File: src/rtl/regfile_write_queue.sv
// ---------------------------------------------------------------------------
// regfile_write_queue
//
// Buffered write-back front end for the 32x32 register file's single write
// port. Write-back results are queued in a small circular FIFO and drained
// one per cycle into the register file write port. Two forwarding lookups
// let decode see values that are queued (or just issued) but not yet
// committed to the register file.
//
// Ports:
//   clk        system clock, all state changes on posedge
//   rst        synchronous active-high reset
//   wb_valid   write-back request present this cycle
//   wb_dest    destination register index of the request
//   wb_val     value of the request
//   wb_ready   queue can accept a request this cycle (count < DEPTH)
//   hold       suppresses draining for this cycle
//   src1/src2  forwarding lookup indices
//   hit1/hit2  a pending write to src1/src2 exists
//   fwd1/fwd2  youngest pending value for src1/src2 (0 on miss)
//   Write_EN   registered register file write enable
//   dest       registered register file write index
//   Write_val  registered register file write data
// ---------------------------------------------------------------------------
module regfile_write_queue #(
    parameter int DEPTH = 4
) (
    input  logic        clk,
    input  logic        rst,
    input  logic        wb_valid,
    input  logic [4:0]  wb_dest,
    input  logic [31:0] wb_val,
    output logic        wb_ready,
    input  logic        hold,
    input  logic [4:0]  src1,
    input  logic [4:0]  src2,
    output logic        hit1,
    output logic        hit2,
    output logic [31:0] fwd1,
    output logic [31:0] fwd2,
    output logic        Write_EN,
    output logic [4:0]  dest,
    output logic [31:0] Write_val
);

    localparam int AW = $clog2(DEPTH);
    localparam int CW = AW + 1;

    logic [4:0]    r_qDest [DEPTH];
    logic [31:0]   r_qVal  [DEPTH];
    logic [AW-1:0] r_headPtr;
    logic [AW-1:0] r_tailPtr;
    logic [CW-1:0] r_count;
    logic          r_writeEn;
    logic [4:0]    r_dest;
    logic [31:0]   r_writeVal;

    logic          w_ready;
    logic          w_push;
    logic          w_pop;
    logic          w_hit1;
    logic          w_hit2;
    logic [31:0]   w_fwd1;
    logic [31:0]   w_fwd2;

    // Ready depends only on occupancy; a full queue never accepts, even if
    // it drains on the same edge. Writes to r0 complete the handshake but
    // are never stored, so they never occupy a slot.
    assign w_ready = (r_count < CW'(DEPTH));
    assign w_push  = wb_valid && w_ready && (wb_dest != 5'd0);
    assign w_pop   = (r_count != '0) && !hold;

    // Entry storage has no reset: occupancy is tracked by the pointers and
    // count, so stale contents are never observable.
    always_ff @(posedge clk) begin
        if (!rst && w_push) begin
            r_qDest[r_tailPtr] <= wb_dest;
            r_qVal[r_tailPtr]  <= wb_val;
        end
    end

    // Pointer, occupancy and output register update. The pop decision uses
    // the count from before this edge, so an entry pushed into an empty
    // queue waits one cycle before it can drain. Pointers wrap naturally
    // because DEPTH is a power of two.
    always_ff @(posedge clk) begin
        if (rst) begin
            r_headPtr  <= '0;
            r_tailPtr  <= '0;
            r_count    <= '0;
            r_writeEn  <= 1'b0;
            r_dest     <= 5'd0;
            r_writeVal <= 32'd0;
        end else begin
            if (w_push) begin
                r_tailPtr <= r_tailPtr + 1'b1;
            end
            if (w_pop) begin
                r_writeEn  <= 1'b1;
                r_dest     <= r_qDest[r_headPtr];
                r_writeVal <= r_qVal[r_headPtr];
                r_headPtr  <= r_headPtr + 1'b1;
            end else begin
                r_writeEn  <= 1'b0;
            end
            r_count <= r_count + CW'(w_push) - CW'(w_pop);
        end
    end

    // Forwarding lookup. The output register is the oldest candidate, so it
    // is considered first; queue entries are then scanned oldest to
    // youngest and each later match overrides, leaving the youngest value.
    // Index 0 is hard-wired to miss since r0 is never written.
    always_comb begin
        w_hit1 = 1'b0;
        w_fwd1 = 32'd0;
        w_hit2 = 1'b0;
        w_fwd2 = 32'd0;
        if (r_writeEn && (r_dest == src1)) begin
            w_hit1 = 1'b1;
            w_fwd1 = r_writeVal;
        end
        if (r_writeEn && (r_dest == src2)) begin
            w_hit2 = 1'b1;
            w_fwd2 = r_writeVal;
        end
        for (int i = 0; i < DEPTH; i++) begin
            if (CW'(i) < r_count) begin
                if (r_qDest[r_headPtr + AW'(i)] == src1) begin
                    w_hit1 = 1'b1;
                    w_fwd1 = r_qVal[r_headPtr + AW'(i)];
                end
                if (r_qDest[r_headPtr + AW'(i)] == src2) begin
                    w_hit2 = 1'b1;
                    w_fwd2 = r_qVal[r_headPtr + AW'(i)];
                end
            end
        end
        if (src1 == 5'd0) begin
            w_hit1 = 1'b0;
            w_fwd1 = 32'd0;
        end
        if (src2 == 5'd0) begin
            w_hit2 = 1'b0;
            w_fwd2 = 32'd0;
        end
    end

    assign wb_ready  = w_ready;
    assign hit1      = w_hit1;
    assign hit2      = w_hit2;
    assign fwd1      = w_fwd1;
    assign fwd2      = w_fwd2;
    assign Write_EN  = r_writeEn;
    assign dest      = r_dest;
    assign Write_val = r_writeVal;

endmodule

File: config.mk
export PLATFORM = sky130hd
export DESIGN_NAME = regfile_write_queue
export DESIGN_NICKNAME = d
export VERILOG_FILES = /design/src/rtl/regfile_write_queue.sv
export SDC_FILE = /design/constraint.sdc
export NUM_CORES = 1
export LEC_CHECK = 0
export BUFFER_PORTS_ARGS = -buffer_cell sky130_fd_sc_hd__clkbuf_2
export CAP_MARGIN = 10
export CORE_AREA = 2 2 169 294
export CTS_BUF_LIST = sky130_fd_sc_hd__clkbuf_4 sky130_fd_sc_hd__clkbuf_8
export CTS_CLUSTER_DIAMETER = 80
export DETAILED_ROUTE_END_ITERATION = 10
export DIE_AREA = 0 0 171 296
export PLACE_DENSITY = 0.45
export SYNTH_ARGS = -nofsm -noshare
export SYNTH_HDL_FRONTEND = slang
export SYNTH_SLANG_ARGS = --single-unit
File: constraint.sdc
create_clock -name clk -period 3.7 [get_ports clk]
set_input_delay 0.185 -clock clk [delete_from_list [all_inputs] [get_ports clk]]
set_output_delay 0.185 -clock clk [all_outputs]
set_load 0.01 [all_outputs]
==> results.toml, run 1 <==
[die]
design.core.area_sq_mm = 0.0485
dieHeight_microns = 296
start_util_pct = 27.6
fp.dieW_microns = 171
row_count = 107
io_pins = 156
die_area_sq_mm = 0.0506

[yosys]
synth_top_area_share_pct = 33.3
syn_area_sq_mm = 0.0134
synth_cell_types = 45
ys_seq_area_share_pct = 40.3
synth_cells = 1295
synth_edf_count = 148
yosysWarnings = 0
synth-seq-cells = 195
async_flop_share_pct = 0
synth_flop_cell = "edfxtp_1"
synth_top_area_cell = "edfxtp_1"
ys_top_cells_by_area = "edfxtp_1 (33%), mux4_2 (14%), dfxtp_1 (7.0%)"
avgSynthCellArea_sq_um = 10.3
synth_fp_nets = 1355

[drt]
dr.first_iter.drc_count = 910
dr.pass1.iters = 5
viasPerCell = 5.78
wl_per_cell_microns = 26.7
vias = 12165
drc = 0
routed_wl_microns = 56100
ant_nets = 0

[setup_path]
reg2reg_depth = 4
crit_required_ns = 3.51
arrival_ns = 3.46
worstSetupPathType = "reg -> out"
setup.worst_path.end_class = "output port"
rr_endpoint = "r_qVal[0][18]"
timing.rr.start = "r_count[2]"
crit_path_start_kind = "flop"
cp_max_fo = 32
r2r_setup_slack_ns = 1.35

[clock_tree]
cts_buffer_depth = 2
clkLatencyLatePin_ns = 0.54
path_clk_slew_ns = 0.11
cts_tree = "yes"
clk_root_buffer_cell = "clkbuf_8"
numCtsBuffers = 17
htree_levels = 4
cts.sinks = 195

[run]
maxCapViolCount = 0

[timing]
relSlewSlack_pct = 20.7
setup_viol = 0
fin_worst_skew_ns = 0.0204
fin_crit_sh_pct = 98.6
drv_slew = 0
min_period_ns = 3.65
tightest_slew_ns = 1.18
fmax_mhz = 274
fin_ws_ns = 0.0518
hold_violations = 0

[cells_and_area]
final_common_cell = "clkbuf_2"
syn2layout_area_growth_pct = 21.6
nFillCells = 5011
final_cell_mix = "clkbuf_2 (154), edfxtp_1 (148), nand2_1 (141)"
fin_nets = 1496
drive_above_1_share_pct = 28.5

[global_route]
antenna_found_initial = 1
grt_pass1_vias = 12206
grt_overflow = 0
grt_max_degree = 93
grt_pass1_wl_microns = 80700
grt_usage_pct = 21.9

[placed_design]
dp_hpwl_microns = 33200
place.gp.congestion = 0.864
post-place-ws_ns = -0.0404
io_buffers = 155

[pwr]
power_w = 0.00950
ir_drop_uv = 391
power_density_mw_per_mm2 = 585
p_leak_nw = 5.32

[worst_hold_path]
hp-start = "rst"
hp-class = "in -> reg"
min_delay_worst_endpoint = "r_count[1]"
worstHoldPathCells = 3

[status]
outcome = "finished clean"
-- routing by layer --
metal	track usage (%)	share of wire [%]	wire (microns)	vias up
li1	-	-	-	5312
met1	24.8	37	20900	6127
met2	39.2	52	29300	570
met3	3.63	5.7	3220	156
met4	11.5	4.8	2700	0
met5	0	0	0	-
-- worst max path at each step --
stage	startpoint	cells past startpoint	end	slack, ns
after floorplan	r_headPtr[0]	10	fwd1[10]	0.94
after global placement	r_qDest[3][2]	8	fwd1[4]	0.03
after detailed placement	r_qDest[2][2]	8	fwd1[4]	-0.04
after CTS	r_headPtr[0]	10	fwd2[4]	-0.0003
after global routing	r_headPtr[0]	10	fwd2[11]	-0.001
final	r_headPtr[1]	10	fwd1[22]	0.05
-- Yosys cell counts, types with 3 or more instances --
master,count
edfxtp_1,148
nand2_1,141
nor2_1,110
clkbuf_1,109
mux4_2,82
a21oi_1,71
o211ai_1,66
or3_1,66
a31oi_1,65
a221o_1,64
dfxtp_1,47
mux2i_1,39
nor4_1,37
nor3_1,35
mux2_2,32
o21ai_0,32
xnor2_1,29
xor2_1,27
buf_2,17
inv_1,13
buf_1,12
buf_6,8
ha_1,8
or4_1,5
and2_1,4
nand4_1,4
and3_1,3
nand2b_1,3
-- metrics by stage --
stage               std cells  area, sq um  hold WS [ns]  utilization, %  setup TNS, ns
finish                   2104        16200         0.241            33.5              0
global route             2104        16200         0.256            33.5       -0.00142
CTS                      2083        16000         0.245            32.9      -0.000289
detailed placement       1996        14800         0.408            30.5         -0.104
global placement         1996        14800         0.402            30.5              0
floorplan                1295        13400         0.284               -              0
-- report_power, final --
group	internal [W]	total (W)	switching (W)	leakage, nW
Combinational	0.00188	0.00485	0.00297	3.34
Sequential	0.00259	0.00285	0.000265	1.73
Clock	0.000976	0.00180	0.000828	0.251
Total	0.00544	0.00950	0.00406	5.32
-- timing repair --
item,CTS,global route
endpoints found under the hold margin,148,0
setup endpoints to repair,66,53
gates cloned,5,2
resized for setup,26,28
setup buffers,13,18
pin swaps,7,8
hold buffers,37,0
-- cell families after synthesis --
logic type	count (synthesis)	share of synthesized area, %
DFF	195	40.3
and+or+nand+nor	414	14.5
muxes	153	19.5
buffers and inverters	159	5.08
xor gates and xnor gates	56	3.67
adders and majority gates	9	0.900
AOI/OAI and AO/OA	309	16.1
-- worst max-delay path, stage by stage (launching register included) --
cell      delay, ns
dfxtp_4        0.43
buf_6          0.15
buf_4          0.11
mux4_2         0.37
xor2_1         0.17
or4_1          0.53
buf_8          0.25
nor3_1         0.25
a31oi_1        0.07
a221o_1        0.43
clkbuf_2       0.15
-- cell type report --
cell class	instances	area [sq um]	share of cell area (%)
Antenna cell	1	2.50	0.0154
Clock buffer	20	263	1.62
Inverter	13	48.8	0.301
Sequential cell	195	5400	33.2
Tap cell	654	818	5.04
Timing Repair Buffer	265	1930	11.9
Clock inverter	12	251	1.55
Multi-Input combinational cell	944	7520	46.3
-- state kept, by name, indices dropped and copies added, names as in the netlist, named ones only --
register,cells
Write_val,32
r_qVal,128
Write_EN,1
r_qDest,20
dest,5
r_count,3
r_headPtr,2
r_tailPtr,2
No activity file was read; power rests on OpenSTA's default activity.
==> run 2, diff against run 1 <==
CORE_AREA = 2 2 222 224   (was 2 2 169 294)
DIE_AREA = 0 0 224 226   (was 0 0 171 296)
==> run 2 against run 1 <==
Count of clock-buffer cells in the layout grew 1. Clock skew increased by 0.0050 ns. Highest routed layer is now met5. Flip-flop and latch count unchanged. Sequential share of layout area is 0.48 points higher. Die area is essentially flat.
==> results.toml, run 2 (synthesized netlist as in run 1, its figures left out) <==
[setup_path]
r2r_setup_slack_ns = 1.36
cp_common_cell = "buf_4"
reg2reg_depth = 6
critPathMaxStageDelay_ns = 0.51
crit_path_start_kind = "flop"
worstSetupPathType = "reg -> out"
rr_endpoint = "r_qVal[3][13]"
cp_max_fo = 13
critPathTopFamily = "compound AO/OA/AOI/OAI gates"
cp_num_cells = 9
setup.worst_path.end_class = "output port"
startpoint = "r_qDest[0][1]"
timing.rr.start = "r_count[2]"
critPathBufInv = 3
crit_chain = "buf_4 > mux4_2 > xor2_1 > or4_4 > o22ai_2 > nor2_4 > buf_4 > a221o_1 > clkbuf_2"
cp_slowest_cell = "mux4_2"
setup.worst_path.end = "fwd1[20]"
crit_required_ns = 3.51
arrival_ns = 3.42

[cells_and_area]
antenna_cells = 0
syn2layout_area_growth_pct = 19.9
regMostFlops = "r_qVal"
multi_input_area_sq_mm = 0.00751
drive_above_1_share_pct = 29.0
final_cells = 2070
nFillCells = 4828
fin_nets = 1495
largest_reg_flops = 128
final_common_cell = "clkbuf_2"
final_cell_mix = "clkbuf_2 (155), edfxtp_1 (148), nand2_1 (140)"
regArea_sq_mm = 0.00540

[drt]
drc = 0
routed_wl_microns = 54100
wl_per_cell_microns = 26.2
viasPerCell = 5.83
dr.first_iter.drc_count = 1175
ant_nets = 0
dr.pass1.iters = 7
vias = 12065

[global_route]
grt_usage_pct = 21.2
grt_max_degree = 54
grt_overflow = 0
antenna_found_initial = 1
grt_pass1_wl_microns = 78900
grt_pass1_vias = 12008

[timing]
setup_viol = 0
fmax_mhz = 277
fin_worst_skew_ns = 0.0254
hold_violations = 0
tns_ns = 0
rsz0062_at_grt = "yes"
tightest_slew_ns = 0.757
fin_crit_sh_pct = 97.4
relSlewSlack_pct = 49.5
min_period_ns = 3.61
drv_slew = 0

[clock_tree]
cts_buffer_depth = 2
htree_levels = 4
numCtsBuffers = 17
cts.sinks = 195
clk_root_buffer_cell = "clkbuf_8"
clkLatencyLatePin_ns = 0.53
path_clk_slew_ns = 0.11
cts_tree = "yes"

[die]
design.core.area_sq_mm = 0.0483
dieHeight_microns = 226
fp.dieW_microns = 224
io_pins = 156
die_area_sq_mm = 0.0506
row_count = 81
start_util_pct = 27.6

[status]
outcome = "finished clean"

[placed_design]
dp_cells = 1985
place.gp.congestion = 0.835
io_buffers = 155
dp_hpwl_microns = 34200

[worst_hold_path]
hp-class = "in -> reg"

[pwr]
internal_power_w = 0.00493
p_leak_nw = 5.23
pwr-share-seq_pct = 31.9
p_sw_w = 0.00399
sw_frac_of_total_pct = 44.7
ir_drop_uv = 381
clock_power_share_pct = 15.5
power_frac_comb_pct = 52.6
power_density_mw_per_mm2 = 558

[run]
maxCapViolCount = 0
run 2: worst min path at each step:
stage	startpoint	endpoint	slack [ns]	depth (start not counted)
after floorplan	wb_dest[0]	r_qDest[0][0]	0.28	0
after global placement	wb_val[7]	r_qVal[1][7]	0.41	1
after detailed placement	wb_val[17]	r_qVal[3][17]	0.41	1
after CTS	wb_valid	r_tailPtr[1]	0.15	5
after global routing	wb_valid	r_tailPtr[0]	0.18	5
final	wb_valid	r_tailPtr[1]	0.17	5
run 2: stage by stage:
step                      area (sq um)  setup slack (ns)  hold WS, ns  total power, W  util (%)
after floorplan                  13400             0.940        0.284         0.00576         -
after global placement           14900             0.347        0.406         0.00733      30.8
after detailed placement         14900             0.349        0.408         0.00736      30.8
after CTS                        15800           0.00397        0.146         0.00888      32.7
after global routing             16000          -0.00803        0.182         0.00939      33.1
final                            16000            0.0948        0.173         0.00893      33.1
run 2: cell type report:
cell class / instances / area share [%]
inverters: 13 / 0.305
flip-flops and latches: 195 / 33.7
clock inverters: 11 / 0.633
well taps: 622 / 4.86
multi-input cells: 941 / 46.9
clock buffers: 21 / 1.65
repair buffers: 267 / 11.9
run 2: worst reg2reg max path, stage by stage, from the launching register on:
cell,delay [ns]
dfxtp_1,0.36
inv_1,0.28
o211ai_1,0.16
buf_4,0.20
nor2_1,0.18
and2_2,0.17
buf_4,0.59
run 2: layer usage:
metal	routed length, microns	share of wire [%]	up-vias	global-route usage (%)
li1	-	-	5316	-
met1	23900	44	6064	28.4
met2	25100	46	566	33.5
met3	3520	6.5	117	4.06
met4	1680	3.1	2	8.84
met5	13	0.024	-	0
run 2: power groups by stage:
stage	clock, W	sequential, W	combinational, W
after floorplan	0	0.00281	0.00295
after global placement	0	0.00294	0.00439
after detailed placement	0	0.00295	0.00442
after global routing	0.00150	0.00288	0.00501
after CTS	0.00143	0.00286	0.00459
final	0.00139	0.00285	0.00469
run 2: repair_timing:
item,CTS,global route
buffers inserted,11,4
endpoints found under the hold margin,148,0
setup endpoints to repair,64,65
resized for setup,16,28
pin swaps,3,11
hold buffers,37,0
cloned,0,1
==> run 3, diff against run 2 <==
CTS_BUF_LIST = sky130_fd_sc_hd__clkbuf_4   (was sky130_fd_sc_hd__clkbuf_4 sky130_fd_sc_hd__clkbuf_8)
==> run 3 against run 2 <==
The flow now finishes with violations (setup timing). Global-route usage rose by 0.52 points. Utilization grew 1.8 points. Final cell count increased by 1.5%. Clock power fell by 16%. Combinational power up 7.7%.
==> results.toml, run 3 (synthesized netlist as in run 1, its figures left out) <==
[setup_path]
startpoint = "r_headPtr[0]"
arrival_ns = 3.60
cp_max_fo = 7
rr_endpoint = "r_qVal[3][13]"
critPathMaxStageDelay_ns = 0.51
critPathBufInv = 6
cp_num_cells = 12
worstSetupPathType = "reg -> out"
timing.rr.start = "r_count[2]"
crit_path_start_kind = "flop"
crit_chain = "buf_6 > buf_6 > mux4_2 > xor2_1 > nor4_1 > and3_2 > nor3b_4 > buf_12 > buf_12 > buf_16 > a221o_1 > buf_2"
cp_slowest_cell = "mux4_2"
crit_required_ns = 3.51
r2r_setup_slack_ns = 1.36
critPathTopFamily = "buffers and inverters"
reg2reg_depth = 6
setup.worst_path.end_class = "output port"

[timing]
drv_slew = 0
fmax_mhz = 264
rsz0062_at_grt = "yes"
fin_ws_ns = -0.0837
setup_viol = 56
fin_crit_sh_pct = 102
hold_violations = 0
relSlewSlack_pct = 48.6
hold_slack_ns = 0.114
min_period_ns = 3.78
tightest_slew_ns = 0.771
fin_worst_skew_ns = 0.0442

[die]
io_pins = 156
fp.dieW_microns = 224
die_area_sq_mm = 0.0506
row_count = 81
start_util_pct = 27.6
design.core.area_sq_mm = 0.0483
dieHeight_microns = 226

[clock_tree]
htree_levels = 4
numCtsBuffers = 17
path_clk_slew_ns = 0.18
cts.sinks = 195
clk_root_buffer_cell = "clkbuf_4"
cts_tree = "yes"
cts_buffer_depth = 2
clkLatencyLatePin_ns = 0.70

[drt]
dr.first_iter.drc_count = 1208
routed_wl_microns = 56600
vias = 12370
viasPerCell = 5.88
dr.pass1.iters = 6
wl_per_cell_microns = 26.9
ant_nets = 0
drc = 0

[cells_and_area]
final_core_util_pct = 35.0
final_cell_mix = "edfxtp_1 (148), nand2_1 (140), clkbuf_2 (115)"
largest_reg_flops = 128
regMostFlops = "r_qVal"
regArea_sq_mm = 0.00540
fin_nets = 1525
syn2layout_area_growth_pct = 26.5
final_cells = 2102
final_common_cell = "edfxtp_1"
nFillCells = 4745
multi_input_area_sq_mm = 0.00800
drive_above_1_share_pct = 34.1
final_cell_area_sq_mm = 0.0169

[global_route]
grt_pass1_vias = 12189
grt_usage_pct = 21.7
antenna_found_initial = 3
grt_overflow = 0
grt_pass1_wl_microns = 80900
grt_max_degree = 54

[run]
maxCapViolCount = 0

[placed_design]
dp_hpwl_microns = 34200
post-place-ws_ns = 0.349
io_buffers = 155
placed_area_sq_mm = 0.0149
dp_cells = 1985
place.gp.congestion = 0.835

[worst_hold_path]
min_delay_worst_endpoint = "r_tailPtr[1]"
hp-class = "in -> reg"
hp-start = "rst"
worstHoldPathCells = 3

[pwr]
power_density_mw_per_mm2 = 537
p_leak_nw = 5.56
ir_drop_uv = 328

[status]
failed_checks = "setup timing"
outcome = "finished, violations left"
-- run 3: changes by cell type in the layout (fill, tap and decap cells not counted), sizes merged --
cell	delta
buf	+65
clkbuf	-36
diode	+2
dlygate4sd3	+1
-- run 3: area by class of cell --
cell class / instances / share of cell area, %
timing repair buffer: 297 / 14.2
tap: 622 / 4.61
sequential: 195 / 32.0
clock buffer: 21 / 0.933
inverter: 13 / 0.289
antenna: 2 / 0.0296
multi-input combinational: 941 / 47.3
clock inverter: 11 / 0.600
-- run 3: routing by layer --
layer / share of wire (%) / GRT usage, % / up-vias
met5: 0.023 / 0 / -
met4: 2.9 / 8.06 / 2
met3: 7.5 / 4.14 / 127
met2: 46 / 34.8 / 630
met1: 43 / 29.1 / 6231
li1: - / - / 5380
-- run 3: worst reg2reg max path, delay by kind of cell (launching register included) --
kind | cells | cell delay (ns)
AND/OR/NAND/NOR | 2 | 0.35
AO/OA/AOI/OAI | 1 | 0.15
flip-flops | 1 | 0.38
buffers and inverters | 3 | 1.05
-- run 3: how the worst max path moves through the flow --
stage	end
global route	fwd1[18]
global placement	fwd1[17]
detailed placement	fwd1[15]
CTS	fwd1[18]
floorplan	fwd1[10]
finish	fwd2[2]
-- run 3: timing repair --
action / 4_1_cts / 5_1_grt
cloned: 3 / 5
pin swaps: 50 / 44
buffers inserted: 33 / 7
hold endpoints to repair: 150 / 0
gates resized for setup: 92 / 109
hold buffers: 38 / 0
setup endpoints to repair: 66 / 64
-- run 3: power breakdown --
group	switching (W)	internal (W)	total [W]
Clock	0.000808	0.000365	0.00117
Combinational	0.00309	0.00196	0.00505
Sequential	0.000257	0.00258	0.00284
-- run 3: through the flow --
step                setup TNS [ns]  total power [W]
finish                       -2.08          0.00907
CTS                          -2.69          0.00886
global route                 -8.23          0.00952
detailed placement               0          0.00736
floorplan                        0          0.00576
global placement                 0          0.00733
